===== config.mk =====
export PLATFORM = sky130hd
export DESIGN_NAME = mem_access_unit
export DESIGN_NICKNAME = d
export VERILOG_FILES = /design/src/rtl/mem_access_unit_pkg.sv /design/src/rtl/mem_access_unit_load_align.sv /design/src/rtl/mem_access_unit.sv
export SDC_FILE = /design/constraint.sdc
export NUM_CORES = 1
export LEC_CHECK = 0
export BUFFER_PORTS_ARGS = -buffer_cell sky130_fd_sc_hd__buf_4
export CAP_MARGIN = 20
export CORE_MARGIN = 2
export CORE_UTILIZATION = 35
export DETAILED_ROUTE_END_ITERATION = 8
export GPL_TIMING_DRIVEN = 0
export HOLD_SLACK_MARGIN = 0.03
export PLACE_DENSITY = 0.63
export SETUP_SLACK_MARGIN = 0.5
export SLEW_MARGIN = 15
export SYNTH_ARGS = -nofsm -noshare
export SYNTH_HDL_FRONTEND = slang
export SYNTH_SLANG_ARGS = --single-unit

===== constraint.sdc =====
create_clock -name clk -period 1.9 [get_ports clk]
set_input_delay 0.095 -clock clk [delete_from_list [all_inputs] [get_ports clk]]
set_output_delay 0.095 -clock clk [all_outputs]
set_load 0.02 [all_outputs]

===== src/rtl/mem_access_unit_pkg.sv =====
// Shared definitions for the MEM-stage data-memory access engine.
// Holds the MemReadType encodings, the bus size codes, the FSM state type
// and the helpers that decode size and alignment from the decode-stage controls.
package mem_access_unit_pkg;

   // MemReadType: bit2 = sign-extend, bits1:0 = access size
   localparam logic [2:0] MRT_B    = 3'b100;
   localparam logic [2:0] MRT_BU   = 3'b000;
   localparam logic [2:0] MRT_H    = 3'b101;
   localparam logic [2:0] MRT_HU   = 3'b001;
   localparam logic [2:0] MRT_W    = 3'b010;
   localparam logic [2:0] MRT_NONE = 3'b111;

   // Bus data_size codes
   localparam logic [1:0] SZ_BYTE = 2'd0;
   localparam logic [1:0] SZ_HALF = 2'd1;
   localparam logic [1:0] SZ_WORD = 2'd2;

   typedef enum logic [1:0] {
      ST_IDLE = 2'd0,
      ST_REQ  = 2'd1,
      ST_WAIT = 2'd2,
      ST_DONE = 2'd3
   } state_e;

   // Size field 11 ("none") is treated as a full word.
   function automatic logic [1:0] mrt_to_size(input logic [2:0] mrt);
      case (mrt[1:0])
         2'b00:   mrt_to_size = SZ_BYTE;
         2'b01:   mrt_to_size = SZ_HALF;
         default: mrt_to_size = SZ_WORD;
      endcase
   endfunction

   function automatic logic is_misaligned(input logic [1:0] size, input logic [1:0] addr_lo);
      case (size)
         SZ_BYTE: is_misaligned = 1'b0;
         SZ_HALF: is_misaligned = addr_lo[0];
         default: is_misaligned = (addr_lo != 2'b00);
      endcase
   endfunction

endpackage


===== src/rtl/mem_access_unit_load_align.sv =====
// load_align: little-endian load extraction.
// Ports:
//   rdata   - raw 32-bit bus read data
//   addr_lo - low two address bits selecting the byte/half lane
//   size    - bus size code (byte / half / word)
//   sign    - 1 = sign-extend, 0 = zero-extend (ignored for word)
//   result  - extended 32-bit load value
module load_align
   import mem_access_unit_pkg::*;
(
   input  logic [31:0] rdata,
   input  logic [1:0]  addr_lo,
   input  logic [1:0]  size,
   input  logic        sign,
   output logic [31:0] result
);

   logic [7:0]  byte_v;
   logic [15:0] half_v;

   always_comb begin
      case (addr_lo)
         2'd0:    byte_v = rdata[7:0];
         2'd1:    byte_v = rdata[15:8];
         2'd2:    byte_v = rdata[23:16];
         default: byte_v = rdata[31:24];
      endcase
      half_v = addr_lo[1] ? rdata[31:16] : rdata[15:0];

      case (size)
         SZ_BYTE: result = {{24{sign & byte_v[7]}}, byte_v};
         SZ_HALF: result = {{16{sign & half_v[15]}}, half_v};
         default: result = rdata;
      endcase
   end

endmodule


===== src/rtl/mem_access_unit.sv =====
// mem_access_unit: MEM-stage data-memory access engine.
// Runs one SRAM-like bus transaction per load/store, checks alignment,
// replicates store data across byte lanes and extends load data.
// Ports:
//   clk, resetn                      - clock, async active-low reset
//   in_valid, MemReadM, MemWriteM,
//   MemReadTypeM, addrM, WriteDataM  - MEM-stage instruction controls
//   flushM                           - cancel the current MEM instruction
//   data_req/wr/size/addr/wdata      - bus request side
//   data_addr_ok/data_ok/rdata       - bus response side
//   mem_stall                        - hold the pipeline
//   load_data                        - extended load result (valid in DONE)
//   AdEL, AdES, BadVAddr             - misaligned-access exception outputs
module mem_access_unit
   import mem_access_unit_pkg::*;
#(
   parameter int unsigned ADDR_WIDTH = 32,
   parameter int unsigned DATA_WIDTH = 32
) (
   input  logic                  clk,
   input  logic                  resetn,
   input  logic                  in_valid,
   input  logic                  MemReadM,
   input  logic                  MemWriteM,
   input  logic [2:0]            MemReadTypeM,
   input  logic [ADDR_WIDTH-1:0] addrM,
   input  logic [DATA_WIDTH-1:0] WriteDataM,
   input  logic                  flushM,
   output logic                  data_req,
   output logic                  data_wr,
   output logic [1:0]            data_size,
   output logic [ADDR_WIDTH-1:0] data_addr,
   output logic [DATA_WIDTH-1:0] data_wdata,
   input  logic                  data_addr_ok,
   input  logic                  data_data_ok,
   input  logic [DATA_WIDTH-1:0] data_rdata,
   output logic                  mem_stall,
   output logic [DATA_WIDTH-1:0] load_data,
   output logic                  AdEL,
   output logic                  AdES,
   output logic [ADDR_WIDTH-1:0] BadVAddr
);

   state_e                state_q, state_d;
   logic [ADDR_WIDTH-1:0] addr_q, addr_d;
   logic                  wr_q, wr_d;
   logic [1:0]            size_q, size_d;
   logic                  sign_q, sign_d;
   logic [DATA_WIDTH-1:0] wdata_q, wdata_d;
   logic [DATA_WIDTH-1:0] load_data_q, load_data_d;
   logic                  cancel_q, cancel_d;

   logic [1:0]            req_size;
   logic                  misaligned;
   logic                  idle;
   logic                  go;
   logic [DATA_WIDTH-1:0] req_wdata;
   logic [31:0]           aligned_rdata;

   // Request decode from the live MEM-stage controls
   always_comb begin
      req_size   = mrt_to_size(MemReadTypeM);
      misaligned = is_misaligned(req_size, addrM[1:0]);
      idle       = (state_q == ST_IDLE);
      go         = in_valid & (MemReadM | MemWriteM) & ~misaligned & ~flushM & idle;
      case (req_size)
         SZ_BYTE: req_wdata = {4{WriteDataM[7:0]}};
         SZ_HALF: req_wdata = {2{WriteDataM[15:0]}};
         default: req_wdata = WriteDataM;
      endcase
   end

   load_align u_load_align (
      .rdata   (data_rdata),
      .addr_lo (addr_q[1:0]),
      .size    (size_q),
      .sign    (sign_q),
      .result  (aligned_rdata)
   );

   // State register (and latched transaction fields)
   always_ff @(posedge clk or negedge resetn) begin
      if (!resetn) begin
         state_q     <= ST_IDLE;
         addr_q      <= '0;
         wr_q        <= 1'b0;
         size_q      <= '0;
         sign_q      <= 1'b0;
         wdata_q     <= '0;
         load_data_q <= '0;
         cancel_q    <= 1'b0;
      end else begin
         state_q     <= state_d;
         addr_q      <= addr_d;
         wr_q        <= wr_d;
         size_q      <= size_d;
         sign_q      <= sign_d;
         wdata_q     <= wdata_d;
         load_data_q <= load_data_d;
         cancel_q    <= cancel_d;
      end
   end

   // Next-state logic
   always_comb begin
      state_d     = state_q;
      addr_d      = addr_q;
      wr_d        = wr_q;
      size_d      = size_q;
      sign_d      = sign_q;
      wdata_d     = wdata_q;
      load_data_d = load_data_q;
      cancel_d    = cancel_q;

      case (state_q)
         ST_IDLE: begin
            if (go) begin
               state_d  = ST_REQ;
               addr_d   = addrM;
               wr_d     = MemWriteM;
               size_d   = req_size;
               sign_d   = MemReadTypeM[2];
               wdata_d  = req_wdata;
               cancel_d = 1'b0;
            end
         end
         ST_REQ: begin
            if (data_addr_ok) begin
               if (flushM) begin
                  // Accepted but cancelled: drain the response unless it
                  // already arrived in this same cycle.
                  if (data_data_ok) begin
                     state_d = ST_IDLE;
                  end else begin
                     state_d  = ST_WAIT;
                     cancel_d = 1'b1;
                  end
               end else if (data_data_ok) begin
                  state_d = ST_DONE;
                  if (!wr_q) load_data_d = aligned_rdata;
               end else begin
                  state_d = ST_WAIT;
               end
            end else if (flushM) begin
               state_d = ST_IDLE;
            end
         end
         ST_WAIT: begin
            if (flushM) cancel_d = 1'b1;
            if (data_data_ok) begin
               if (cancel_q | flushM) begin
                  state_d  = ST_IDLE;
                  cancel_d = 1'b0;
               end else begin
                  state_d = ST_DONE;
                  if (!wr_q) load_data_d = aligned_rdata;
               end
            end
         end
         ST_DONE: state_d = ST_IDLE;
         default: state_d = ST_IDLE;
      endcase
   end

   // Outputs
   always_comb begin
      data_req   = (state_q == ST_REQ);
      data_wr    = wr_q;
      data_size  = size_q;
      data_addr  = addr_q;
      data_wdata = wdata_q;
      load_data  = load_data_q;
      mem_stall  = go | (state_q == ST_REQ) | (state_q == ST_WAIT);
      AdEL       = in_valid & MemReadM  & misaligned & idle;
      AdES       = in_valid & MemWriteM & misaligned & idle;
      BadVAddr   = addrM;
   end

endmodule


==> results.md <==
* Hold Crit Endpoint: data_wdata[19]$_DFFE_PN0P_
* Clk_lat worst skew at 0.36 ns
* Reg area at 0.00258 sq mm
* Via-to-Cell Ratio at 5.21
* Diodes inserted at 0
* Synth Area in XOR/XNOR at 0%
* H-tree depth at 3
* Static Leak at 0.00469 uW
* CP startpoint kind: register
* Synth Area per Inst at 10.7 sq um
* Worst R2R End: load_data[20]$_DFFE_PN0P_
* Final setup TNS at 0 ns
* Synth top area share at 50.0%
* Post-synth cell types at 49
* Setup WS pre-CTS at -0.194 ns
* Layout Cells excl Fill at 1046
* Routed WL per cell at 19.4 um
* Initial DRT Pass Iterations at 5
* Slew headroom at 34.4%
* Pins Over Slew Limit at 0
* Number of fill cells at 1089
* Placed cells at 908
* Least-Margin Pin Slew at 0.985 ns
* Post-synthesis mux area share at 15.1%
* HP Class: in -> reg
* Vias in the first global route at 5743
* Initial antenna violation count at 0
* Multi-input gate area in the final layout at 0.00266 sq mm
* Crit path DAT at 2.12 ns
* Site row count at 44
* Max-Cap Viols at 0
* Routed wire length at 20.2 mm
* Compound-gate portion of the synthesized area at 13.6%
* Critical path class: reg -> reg
* Main combinational cell family by area after synthesis: multiplexers
* Adder-cell share of the synthesized area at 0.970%
* Min Tclk post-route at 1.83 ns
* Total GRT Usage at 24.9%
* Crit Path Max Fanout at 8
* Pwr Density at 1440 mW/mm^2
* First-pass GRT wire length at 30.8 mm
* DRT iter0 DRCs at 312
* Peak supply drop at 0.872 mV
* Die width at 125 um
* HPWL after DPL at 13.1 mm
* Placed Area at 0.00727 sq mm
* Area Growth Syn to Fin at 86.6%
* Origin of the critical flop-to-flop path: data_addr[0]$_DFFE_PN0P_
* Top Ports at 242
* Antenna viol nets, final at 0
* RePlAce Congestion at 0.858
* Endpoints failing setup at 0
* Critical path required time at 2.19 ns
* # DRC at 0
* CTS tree: yes
* Post-synthesis cell type with the largest combined area: dfrtp_1
* Synth Area in Simple Gates at 12.1%
* Top FF cell, synth: dfrtp_1
* Die area at 0.0157 sq mm
* Cell area after layout at 0.00963 sq mm
* Post-synth ARST share at 100%
* Min Hold Slack at 0.0295 ns
* Sequential cell area fraction in the yosys report at 50.0%
* Largest net degree at the start of global routing at 104
* Num CTS Buffers at 9
* F_max at 546 MHz
* Setup crit end kind: register
* Syn. warnings at 0
* Clk slew on worst S/H paths at 0.08 ns
* Core region area at 0.0145 sq mm
* Status: finished, final reports clean
* Mapped cell area at 0.00516 sq mm
* Fin. Hold Viols at 0
* Share of cells above drive strength 1 at 58.1%
* Post-synth EDFFs at 0
* Syn nets at 595
* Commonest non-fill, non-tap cells in the layout: buf_4 (287), dfrtp_1 (100), dlygate4sd3_1 (71), mux2_2 (42), nand2_1 (29)
* Maximum clock path buffer count at 2
* Port Buffer Count at 240
* Initial Util at 35.6%
* Total grt overflow at 0
* Via count at 5448
* Fin Clk Skew at 0.00872 ns
* RSZ-0062 raised after global routing: yes
* Worst hold start: WriteDataM[19]
* Hold Crit Depth at 3
* FF-to-FF setup slack at 0.07 ns
* Fraction of the cycle the final worst path needs at 96.3%
* Synthesized instance count at 484
* R2R depth at 6
* Clk sink count at 103
* CTS root buffer: clkbuf_16
* Fin nets at 968
* Die Height at 125 um
* Flops & latches, synth at 103
* Final worst slack at 0.0698 ns
* Synth top area cells: dfrtp_1 (50%), mux2_2 (10%), buf_4 (5.1%)
* Most common cell after layout, fill and taps aside: buf_4
## cell usage after synthesis, types with 2 or more instances
master	number
dfrtp_1	103
nand2_1	58
mux2_2	46
buf_4	35
o21ai_0	31
mux2i_1	26
nand3_1	26
nor2_1	19
a21oi_1	16
clkbuf_1	15
a22o_1	11
buf_2	10
o22a_1	9
nor2b_1	8
inv_1	7
nand2b_1	7
a21o_1	4
ha_1	4
a2111oi_0	3
a311o_1	3
a311oi_1	3
a31oi_1	3
nor3_1	3
o311ai_0	3
o41ai_1	3
a32oi_1	2
and4_1	2
buf_6	2
or3b_1	2
## sequential cells by signal, indices dropped and copies added (netlist names)
signal and count:
sign_q 1, data_addr 32, data_wdata 32, data_wr 1, state_q 2, cancel_q 1, load_data 32, data_size 2
## kinds of logic after synthesis
group / Yosys count
AO/OA/AOI/OAI: 101
AND/OR/NAND/NOR: 133
flip-flops: 103
multiplexers: 72
buffers and inverters: 71
adder cells (fa/ha/maj): 4
## worst max-delay path, stage by stage (launching register included)
cell and delay, ns:
dfrtp_2 0.41, buf_6 0.14, or3b_1 0.35, a32o_2 0.28, a211o_4 0.38, buf_6 0.16, nand3_2 0.06
## metal layers
| layer | share of wire [%] | vias to the layer above | GRT usage (%) |
|---|---|---|---|
| met2 | 51 | 255 | 43.3 |
| met3 | 8.0 | 41 | 6.85 |
| met4 | 2.7 | 0 | 8.95 |
| li1 | - | 2450 | - |
| met5 | 0 | - | 0 |
| met1 | 39 | 2702 | 29.5 |
## layout make-up
class / count / share of cell area, %
clock inverters: 6 / 0.793
repair buffers: 362 / 33.3
clock buffers: 10 / 2.48
plain buffers: 63 / 6.21
flip-flops and latches: 103 / 26.8
well taps: 184 / 2.39
inverters: 8 / 0.377
multi-input cells: 310 / 27.7
## how the worst max path moves through the flow
stage / start / end / slack (ns) / depth (start not counted)
global route: state_q[0]$_DFFE_PN0P_ / load_data[21]$_DFFE_PN0P_ / 0.03 / 8
floorplan: data_addr[0]$_DFFE_PN0P_ / load_data[17]$_DFFE_PN0P_ / 0.13 / 6
detailed placement: state_q[0]$_DFFE_PN0P_ / load_data[11]$_DFFE_PN0P_ / -0.19 / 7
finish: data_addr[0]$_DFFE_PN0P_ / load_data[20]$_DFFE_PN0P_ / 0.07 / 6
global placement: state_q[0]$_DFFE_PN0P_ / load_data[15]$_DFFE_PN0P_ / -0.13 / 7
CTS: state_q[1]$_DFFE_PN0P_ / load_data[17]$_DFFE_PN0P_ / 0.07 / 8
## where the power goes
| group | total (uW) | switching, uW | internal [uW] |
|---|---|---|---|
| sequential | 3990 | 755 | 3240 |
| clock | 1990 | 909 | 1080 |
| combinational | 7870 | 4030 | 3840 |
## repair_timing
| item | in CTS | in global routing |
|---|---|---|
| setup endpoints to repair | 105 | 107 |
| pin swaps | 26 | 28 |
| cloned | 13 | 1 |
| setup buffers | 28 | 9 |
| resized for setup | 139 | 88 |
| hold buffers | 71 | 0 |
| endpoints found under the hold margin | 173 | 0 |
## stage by stage
step                util [%]  power [uW]
detailed placement      50.2       10100
floorplan                  -        7330
global route            66.5       14500
CTS                     63.7       13100
global placement        50.2        9940
finish                  66.5       13800
(Power assumes the default switching activity.)
